--- config.mk ---
export PLATFORM = sky130hd
export DESIGN_NAME = xnor_sweep_ctrl
export DESIGN_NICKNAME = d
export VERILOG_FILES = /design/src/rtl/xnor_sweep_ctrl.sv
export SDC_FILE = /design/constraint.sdc
export NUM_CORES = 1
export LEC_CHECK = 0
export ABC_AREA = 1
export BUFFER_PORTS_ARGS = -buffer_cell sky130_fd_sc_hd__buf_2
export CAP_MARGIN = 5
export CORE_MARGIN = 4
export CORE_UTILIZATION = 35
export DETAILED_ROUTE_END_ITERATION = 10
export GPL_ROUTABILITY_DRIVEN = 1
export HOLD_SLACK_MARGIN = 0.02
export PLACE_DENSITY = 0.55
export SLEW_MARGIN = 20
export SYNTH_ARGS = -nofsm -noshare
export SYNTH_HDL_FRONTEND = slang
export SYNTH_SLANG_ARGS = --single-unit
--- constraint.sdc ---
create_clock -name clk -period 4.1 [get_ports clk]
set_clock_uncertainty 0.1 [all_clocks]
set_input_delay 0 -clock clk [delete_from_list [all_inputs] [get_ports clk]]
set_output_delay 0 -clock clk [all_outputs]
set_load 0.05 [all_outputs]
--- src/rtl/xnor_sweep_ctrl.sv ---
// -----------------------------------------------------------------------------
// xnor_sweep_ctrl
//
// Purpose:
//   Bring-up sequencer for three 2-input XNOR implementations (dataflow,
//   behavioural, structural). When started, it walks the shared a/b pair
//   through 00, 01, 10, 11, repeating the walk REPEAT times. For each vector
//   it holds a/b for SETTLE_CYCLES cycles, then compares each gate output
//   against the golden a XNOR b. Results are reported as sticky
//   per-implementation error flags, a saturating mismatch count and a
//   pass/done summary.
//
// Parameters:
//   SETTLE_CYCLES - cycles spent in SETTLE before sampling (0 skips SETTLE)
//   REPEAT        - number of full 4-vector sweeps per start (>= 1)
//   CNT_W         - width of err_cnt
//
// Optional feature macro:
//   XNOR_SWEEP_STOP_ON_ERR_EN - when defined, the first CHECK that sees any
//   mismatch ends the run immediately (vec_idx holds the failing vector).
//
// Ports:
//   clk      in   clock, rising edge
//   rst_n    in   synchronous active-low reset
//   start    in   level-sampled run request, honoured only in IDLE
//   a, b     out  shared gate inputs (registered, = vec_idx[1], vec_idx[0])
//   c_df     in   dataflow gate output
//   c_bh     in   behavioural gate output
//   c_st     in   structural gate output
//   busy     out  high from the first DRIVE through the last CHECK
//   done     out  one-cycle pulse while in DONE
//   pass     out  err_cnt == 0 at end of run, held until next start
//   err_cnt  out  total (implementation, vector) mismatches, saturating
//   err_vec  out  sticky mismatch flags {st, bh, df}
//   vec_idx  out  current vector index
// -----------------------------------------------------------------------------
module xnor_sweep_ctrl #(
  parameter int SETTLE_CYCLES = 2,
  parameter int REPEAT        = 1,
  parameter int CNT_W         = 8
) (
  input  logic             clk,
  input  logic             rst_n,
  input  logic             start,
  output logic             a,
  output logic             b,
  input  logic             c_df,
  input  logic             c_bh,
  input  logic             c_st,
  output logic             busy,
  output logic             done,
  output logic             pass,
  output logic [CNT_W-1:0] err_cnt,
  output logic [2:0]       err_vec,
  output logic [1:0]       vec_idx
);

  localparam int SW    = (SETTLE_CYCLES > 1) ? $clog2(SETTLE_CYCLES) : 1;
  localparam int RW    = (REPEAT > 1) ? $clog2(REPEAT) : 1;
  localparam int SUM_W = CNT_W + 2;

  // Last settle count; only meaningful when SETTLE_CYCLES > 0.
  localparam logic [SW-1:0]    SETTLE_LAST = SW'((SETTLE_CYCLES > 0) ? (SETTLE_CYCLES - 1) : 0);
  localparam logic [RW-1:0]    REPEAT_LAST = RW'(REPEAT - 1);
  localparam logic [CNT_W-1:0] CNT_MAX     = {CNT_W{1'b1}};

  typedef enum logic [2:0] {
    ST_IDLE   = 3'd0,
    ST_DRIVE  = 3'd1,
    ST_SETTLE = 3'd2,
    ST_CHECK  = 3'd3,
    ST_DONE   = 3'd4
  } state_e;

  state_e           state_q, state_d;
  logic [1:0]       vec_q, vec_d;
  logic [SW-1:0]    settle_q, settle_d;
  logic [RW-1:0]    sweep_q, sweep_d;
  logic             busy_q, busy_d;
  logic             done_q, done_d;
  logic             pass_q, pass_d;
  logic [CNT_W-1:0] err_cnt_q, err_cnt_d;
  logic [2:0]       err_vec_q, err_vec_d;

  logic             golden_s;
  logic [2:0]       mm_s;
  logic [1:0]       mm_num_s;
  logic [SUM_W-1:0] sum_s;
  logic [CNT_W-1:0] cnt_sat_s;
  logic             stop_s;

  // Golden compare and saturating mismatch accumulation for the current vector.
  always_comb begin
    golden_s = ~(vec_q[1] ^ vec_q[0]);
    mm_s     = {(c_st != golden_s), (c_bh != golden_s), (c_df != golden_s)};
    mm_num_s = {1'b0, mm_s[0]} + {1'b0, mm_s[1]} + {1'b0, mm_s[2]};
    // Two spare bits so a 0..3 increment cannot wrap even for CNT_W = 1.
    sum_s    = {2'b00, err_cnt_q} + {{CNT_W{1'b0}}, mm_num_s};
    if (sum_s > {2'b00, CNT_MAX}) begin
      cnt_sat_s = CNT_MAX;
    end else begin
      cnt_sat_s = sum_s[CNT_W-1:0];
    end
`ifdef XNOR_SWEEP_STOP_ON_ERR_EN
    stop_s = |mm_s;
`else
    stop_s = 1'b0;
`endif
  end

  // Next-state and next-output logic of the sweep FSM.
  always_comb begin
    state_d   = state_q;
    vec_d     = vec_q;
    settle_d  = settle_q;
    sweep_d   = sweep_q;
    busy_d    = busy_q;
    done_d    = 1'b0;
    pass_d    = pass_q;
    err_cnt_d = err_cnt_q;
    err_vec_d = err_vec_q;

    case (state_q)
      ST_IDLE: begin
        if (start) begin
          state_d   = ST_DRIVE;
          vec_d     = 2'd0;
          settle_d  = '0;
          sweep_d   = '0;
          busy_d    = 1'b1;
          pass_d    = 1'b0;
          err_cnt_d = '0;
          err_vec_d = 3'b000;
        end else begin
          state_d = ST_IDLE;
        end
      end

      ST_DRIVE: begin
        settle_d = '0;
        if (SETTLE_CYCLES == 0) begin
          state_d = ST_CHECK;
        end else begin
          state_d = ST_SETTLE;
        end
      end

      ST_SETTLE: begin
        if (settle_q == SETTLE_LAST) begin
          state_d  = ST_CHECK;
          settle_d = '0;
        end else begin
          state_d  = ST_SETTLE;
          settle_d = settle_q + SW'(1);
        end
      end

      ST_CHECK: begin
        err_vec_d = err_vec_q | mm_s;
        err_cnt_d = cnt_sat_s;
        if (stop_s) begin
          // Early exit: vec_idx keeps pointing at the failing vector.
          state_d = ST_DONE;
          busy_d  = 1'b0;
          done_d  = 1'b1;
          pass_d  = 1'b0;
        end else if (vec_q != 2'd3) begin
          state_d = ST_DRIVE;
          vec_d   = vec_q + 2'd1;
        end else if (sweep_q < REPEAT_LAST) begin
          state_d = ST_DRIVE;
          vec_d   = 2'd0;
          sweep_d = sweep_q + RW'(1);
        end else begin
          state_d = ST_DONE;
          busy_d  = 1'b0;
          done_d  = 1'b1;
          // Uses the count including this CHECK's mismatches.
          pass_d  = (cnt_sat_s == {CNT_W{1'b0}});
        end
      end

      ST_DONE: begin
        state_d = ST_IDLE;
      end

      default: begin
        state_d = ST_IDLE;
        busy_d  = 1'b0;
      end
    endcase
  end

  // State and output registers with synchronous active-low reset.
  always_ff @(posedge clk) begin
    if (!rst_n) begin
      state_q   <= ST_IDLE;
      vec_q     <= 2'd0;
      settle_q  <= '0;
      sweep_q   <= '0;
      busy_q    <= 1'b0;
      done_q    <= 1'b0;
      pass_q    <= 1'b0;
      err_cnt_q <= '0;
      err_vec_q <= 3'b000;
    end else begin
      state_q   <= state_d;
      vec_q     <= vec_d;
      settle_q  <= settle_d;
      sweep_q   <= sweep_d;
      busy_q    <= busy_d;
      done_q    <= done_d;
      pass_q    <= pass_d;
      err_cnt_q <= err_cnt_d;
      err_vec_q <= err_vec_d;
    end
  end

  assign a       = vec_q[1];
  assign b       = vec_q[0];
  assign vec_idx = vec_q;
  assign busy    = busy_q;
  assign done    = done_q;
  assign pass    = pass_q;
  assign err_cnt = err_cnt_q;
  assign err_vec = err_vec_q;

endmodule

==> reports/results.tsv <==
stage	metric	value	unit
global_route	grt_max_degree	14	
synthesis	synth_nets	171	
sta	fmax	321.0	MHz
cts	post_cts_buffers	0	
drt	vias	1073	
placement	dp_hpwl	1902	um
sta	maxSlewHeadroom	71.85	%
sta	min_period	3.115	ns
floorplanning	start_util	37.89	%
sta	tightestPinTransition	0.4217	ns
synthesis	yosysWarnings	0	
cts	clock-sinks	20	
cts	cts.path.max_buffers	2	
sta	setup_violations	0	
run	maxCapViolCount	0	
finish	area_delta_synth_final	23.54	%
cts	clkLatencyLatePin	0.31	ns
sta	finalHoldViolCount	0	
sta	fin_setup_tns	0	ns
global_route	grt_pass1_vias	1019	
critical_path	required	4.25	ns
drt	wire_per_inst	10.84	um
finish	drive_gt1_share	15.34	%
placement	postPlaceCellArea	1234	um^2
finish	n_antenna_cell	0	
critical_path	arrival	3.26	ns
synthesis	synthCells	160	
cts	clk_pin_slew_worst_paths	0.13	ns
floorplanning	dieArea	4070	um^2
power_and_ir_drop	ir_worst_vdd	0.1840	mV
global_route	grt_pass1_wl	4409	um
synthesis	synth_top_area_cell	dfxtp_1	
sta	min_period_over_period	75.98	%
drt	vias_per_cell	4.645	
power_and_ir_drop	total_power	502.5	uW
cts	tritoncts	yes	
sta	post-route-worst-setup-slack	0.9848	ns
drt	drt_first_pass_iters	4	
floorplanning	coreArea	2877	um^2
drt	drtIter0Drc	33	
sta	slew_violations	0	
critical_path	crit_fanout	5	
floorplanning	die_y	63.80	um
critical_path	crit_type	flip-flop to flip-flop	
status	status	completed	
synthesis	synth_top_cell_area_share	36.74	%
critical_path	worst_setup_path_start_kind	flip-flop	
power_and_ir_drop	p_per_area	373.3	nW/um^2
synthesis	synth.distinct_cells	24	
floorplanning	row_count	19	
placement	portBuffers	23	
sta	grt_setup_unrepaired	false	
finish	final_cell_mix	49 x nand2_1, 23 x buf_2, 22 x inv_1	
floorplanning	dieWidth	63.80	um
power_and_ir_drop	leakagePower	0.0006530	uW
cts	cts_buffers	3	
drt	ant_nets	0	
synthesis	yosys_register_bits	20	
global_route	grt_antenna_before_repair	0	
floorplanning	io_pins	24	
cts	htreeDepth	1	
synthesis	synth.area.top_cells	dfxtp_1 37%, nand2_1 17%, inv_1 7.6%	
drt	wirelength	2505	um
global_route	gr-total-overflow	0	
synthesis	avgSynthCellArea	6.811	um^2
finish	final_area	1346	um^2
finish	nets	201	
placement	gp_congestion	0.8867	
drt	drc	0	
hold_path	hold_path.class	flip-flop to flip-flop	
placement	pre_cts_ws	1.024	ns
cts	cts-root-buf	clkbuf_4	
finish	layout_commonest_cell	nand2_1	
global_route	grt_usage	13.10	%
synthesis	seq_area_frac_synth	36.74	%
synthesis	synthesis.area	1090	um^2
critical_path	cp-end-kind	flip-flop	
-- kinds of logic (layout without fill, tap and decap cells) --
group / Yosys count / after routing / share of synthesized area [%]
AND/OR/NAND/NOR: 81 / 81 / 31.00
XOR/XNOR: 4 / 4 / 3.215
flip-flops: 20 / 20 / 36.74
buffers and inverters: 26 / 55 / 9.758
adder cells (fa/ha/maj): 5 / 5 / 7.119
AO/OA/AOI/OAI: 24 / 24 / 12.17
-- metrics by stage --
stage	hold WS (ns)	utilization, %	std cells
floorplan	0.02280	-	160
global placement	0.1849	42.89	221
detailed placement	0.1934	42.89	221
CTS	0.3758	46.80	231
global route	0.3976	46.80	231
finish	0.3692	46.80	231
-- cells in the mapped netlist --
library cell	n
nand2_1	49
inv_1	22
dfxtp_1	20
a21oi_1	16
nor2_1	16
nand3_1	10
ha_1	3
o21ai_0	3
xnor2_1	3
buf_4	2
fa_1	2
nand3b_1	2
a31oi_1	1
buf_2	1
clkbuf_1	1
nand2_2	1
nand3_2	1
nand4_1	1
o2111ai_1	1
o211a_1	1
o21ai_1	1
o21bai_1	1
or2_1	1
xor2_1	1
-- critical path, stage by stage (launching register included) --
cell and delay (ns):
dfxtp_1 0.41, ha_1 0.31, xnor2_1 0.19, fa_1 0.53
ha_1 0.18, inv_1 0.06, fa_1 0.47, inv_1 0.10
nand2_1 0.05, nor2_1 0.12, nand3_1 0.12, nand2_1 0.09
nand2_1 0.05, nor2_1 0.09, nand3_1 0.07, a21oi_1 0.12
-- worst paths after layout --
kind / startpoint / to / slack [ns] / cells after the start
setup / recovery: vec_idx[0]$_SDFFE_PN0P_ / pass$_SDFFE_PN0P_ / 0.98 / 15
hold / removal: busy$_SDFFE_PN0P_ / busy$_SDFFE_PN0P_ / 0.37 / 2
setup reg to reg: vec_idx[0]$_SDFFE_PN0P_ / pass$_SDFFE_PN0P_ / 0.98 / 15
hold reg to reg: busy$_SDFFE_PN0P_ / busy$_SDFFE_PN0P_ / 0.37 / 2
-- sequential cells by signal, summed over array words and instances (netlist names) --
register  cells
err_vec       3
pass          1
state_q       3
err_cnt       8
vec_idx       2
done          1
busy          1
settle_q      1
-- where the power goes --
| group | total [uW] | switching, uW | internal [uW] |
|---|---|---|---|
| Clock | 166 | 66.9 | 98.8 |
| Sequential | 206 | 5.38 | 201 |
| Combinational | 131 | 83.9 | 46.7 |
-- layout make-up --
type | instances | area, um^2
fill | 298 | 1530
multi-input combinational | 114 | 583.1
sequential | 20 | 400.4
timing repair buffer | 29 | 175.2
inverter | 22 | 82.58
tap | 42 | 52.55
clock inverter | 1 | 30.03
clock buffer | 3 | 22.52
-- routing by layer --
metal,global-route usage [%],wire [um],vias to the layer above
met1,17.12,1262,485
li1,-,-,561
met2,21.68,1131,23
met4,4.582,25,0
met3,2.277,85,4
met5,0,0,-
-- repair_timing --
action,in CTS,in global routing
hold buffers,6,0
resized for setup,0,0
endpoints found under the hold margin,9,0
No activity file was read; power rests on OpenSTA's default activity.
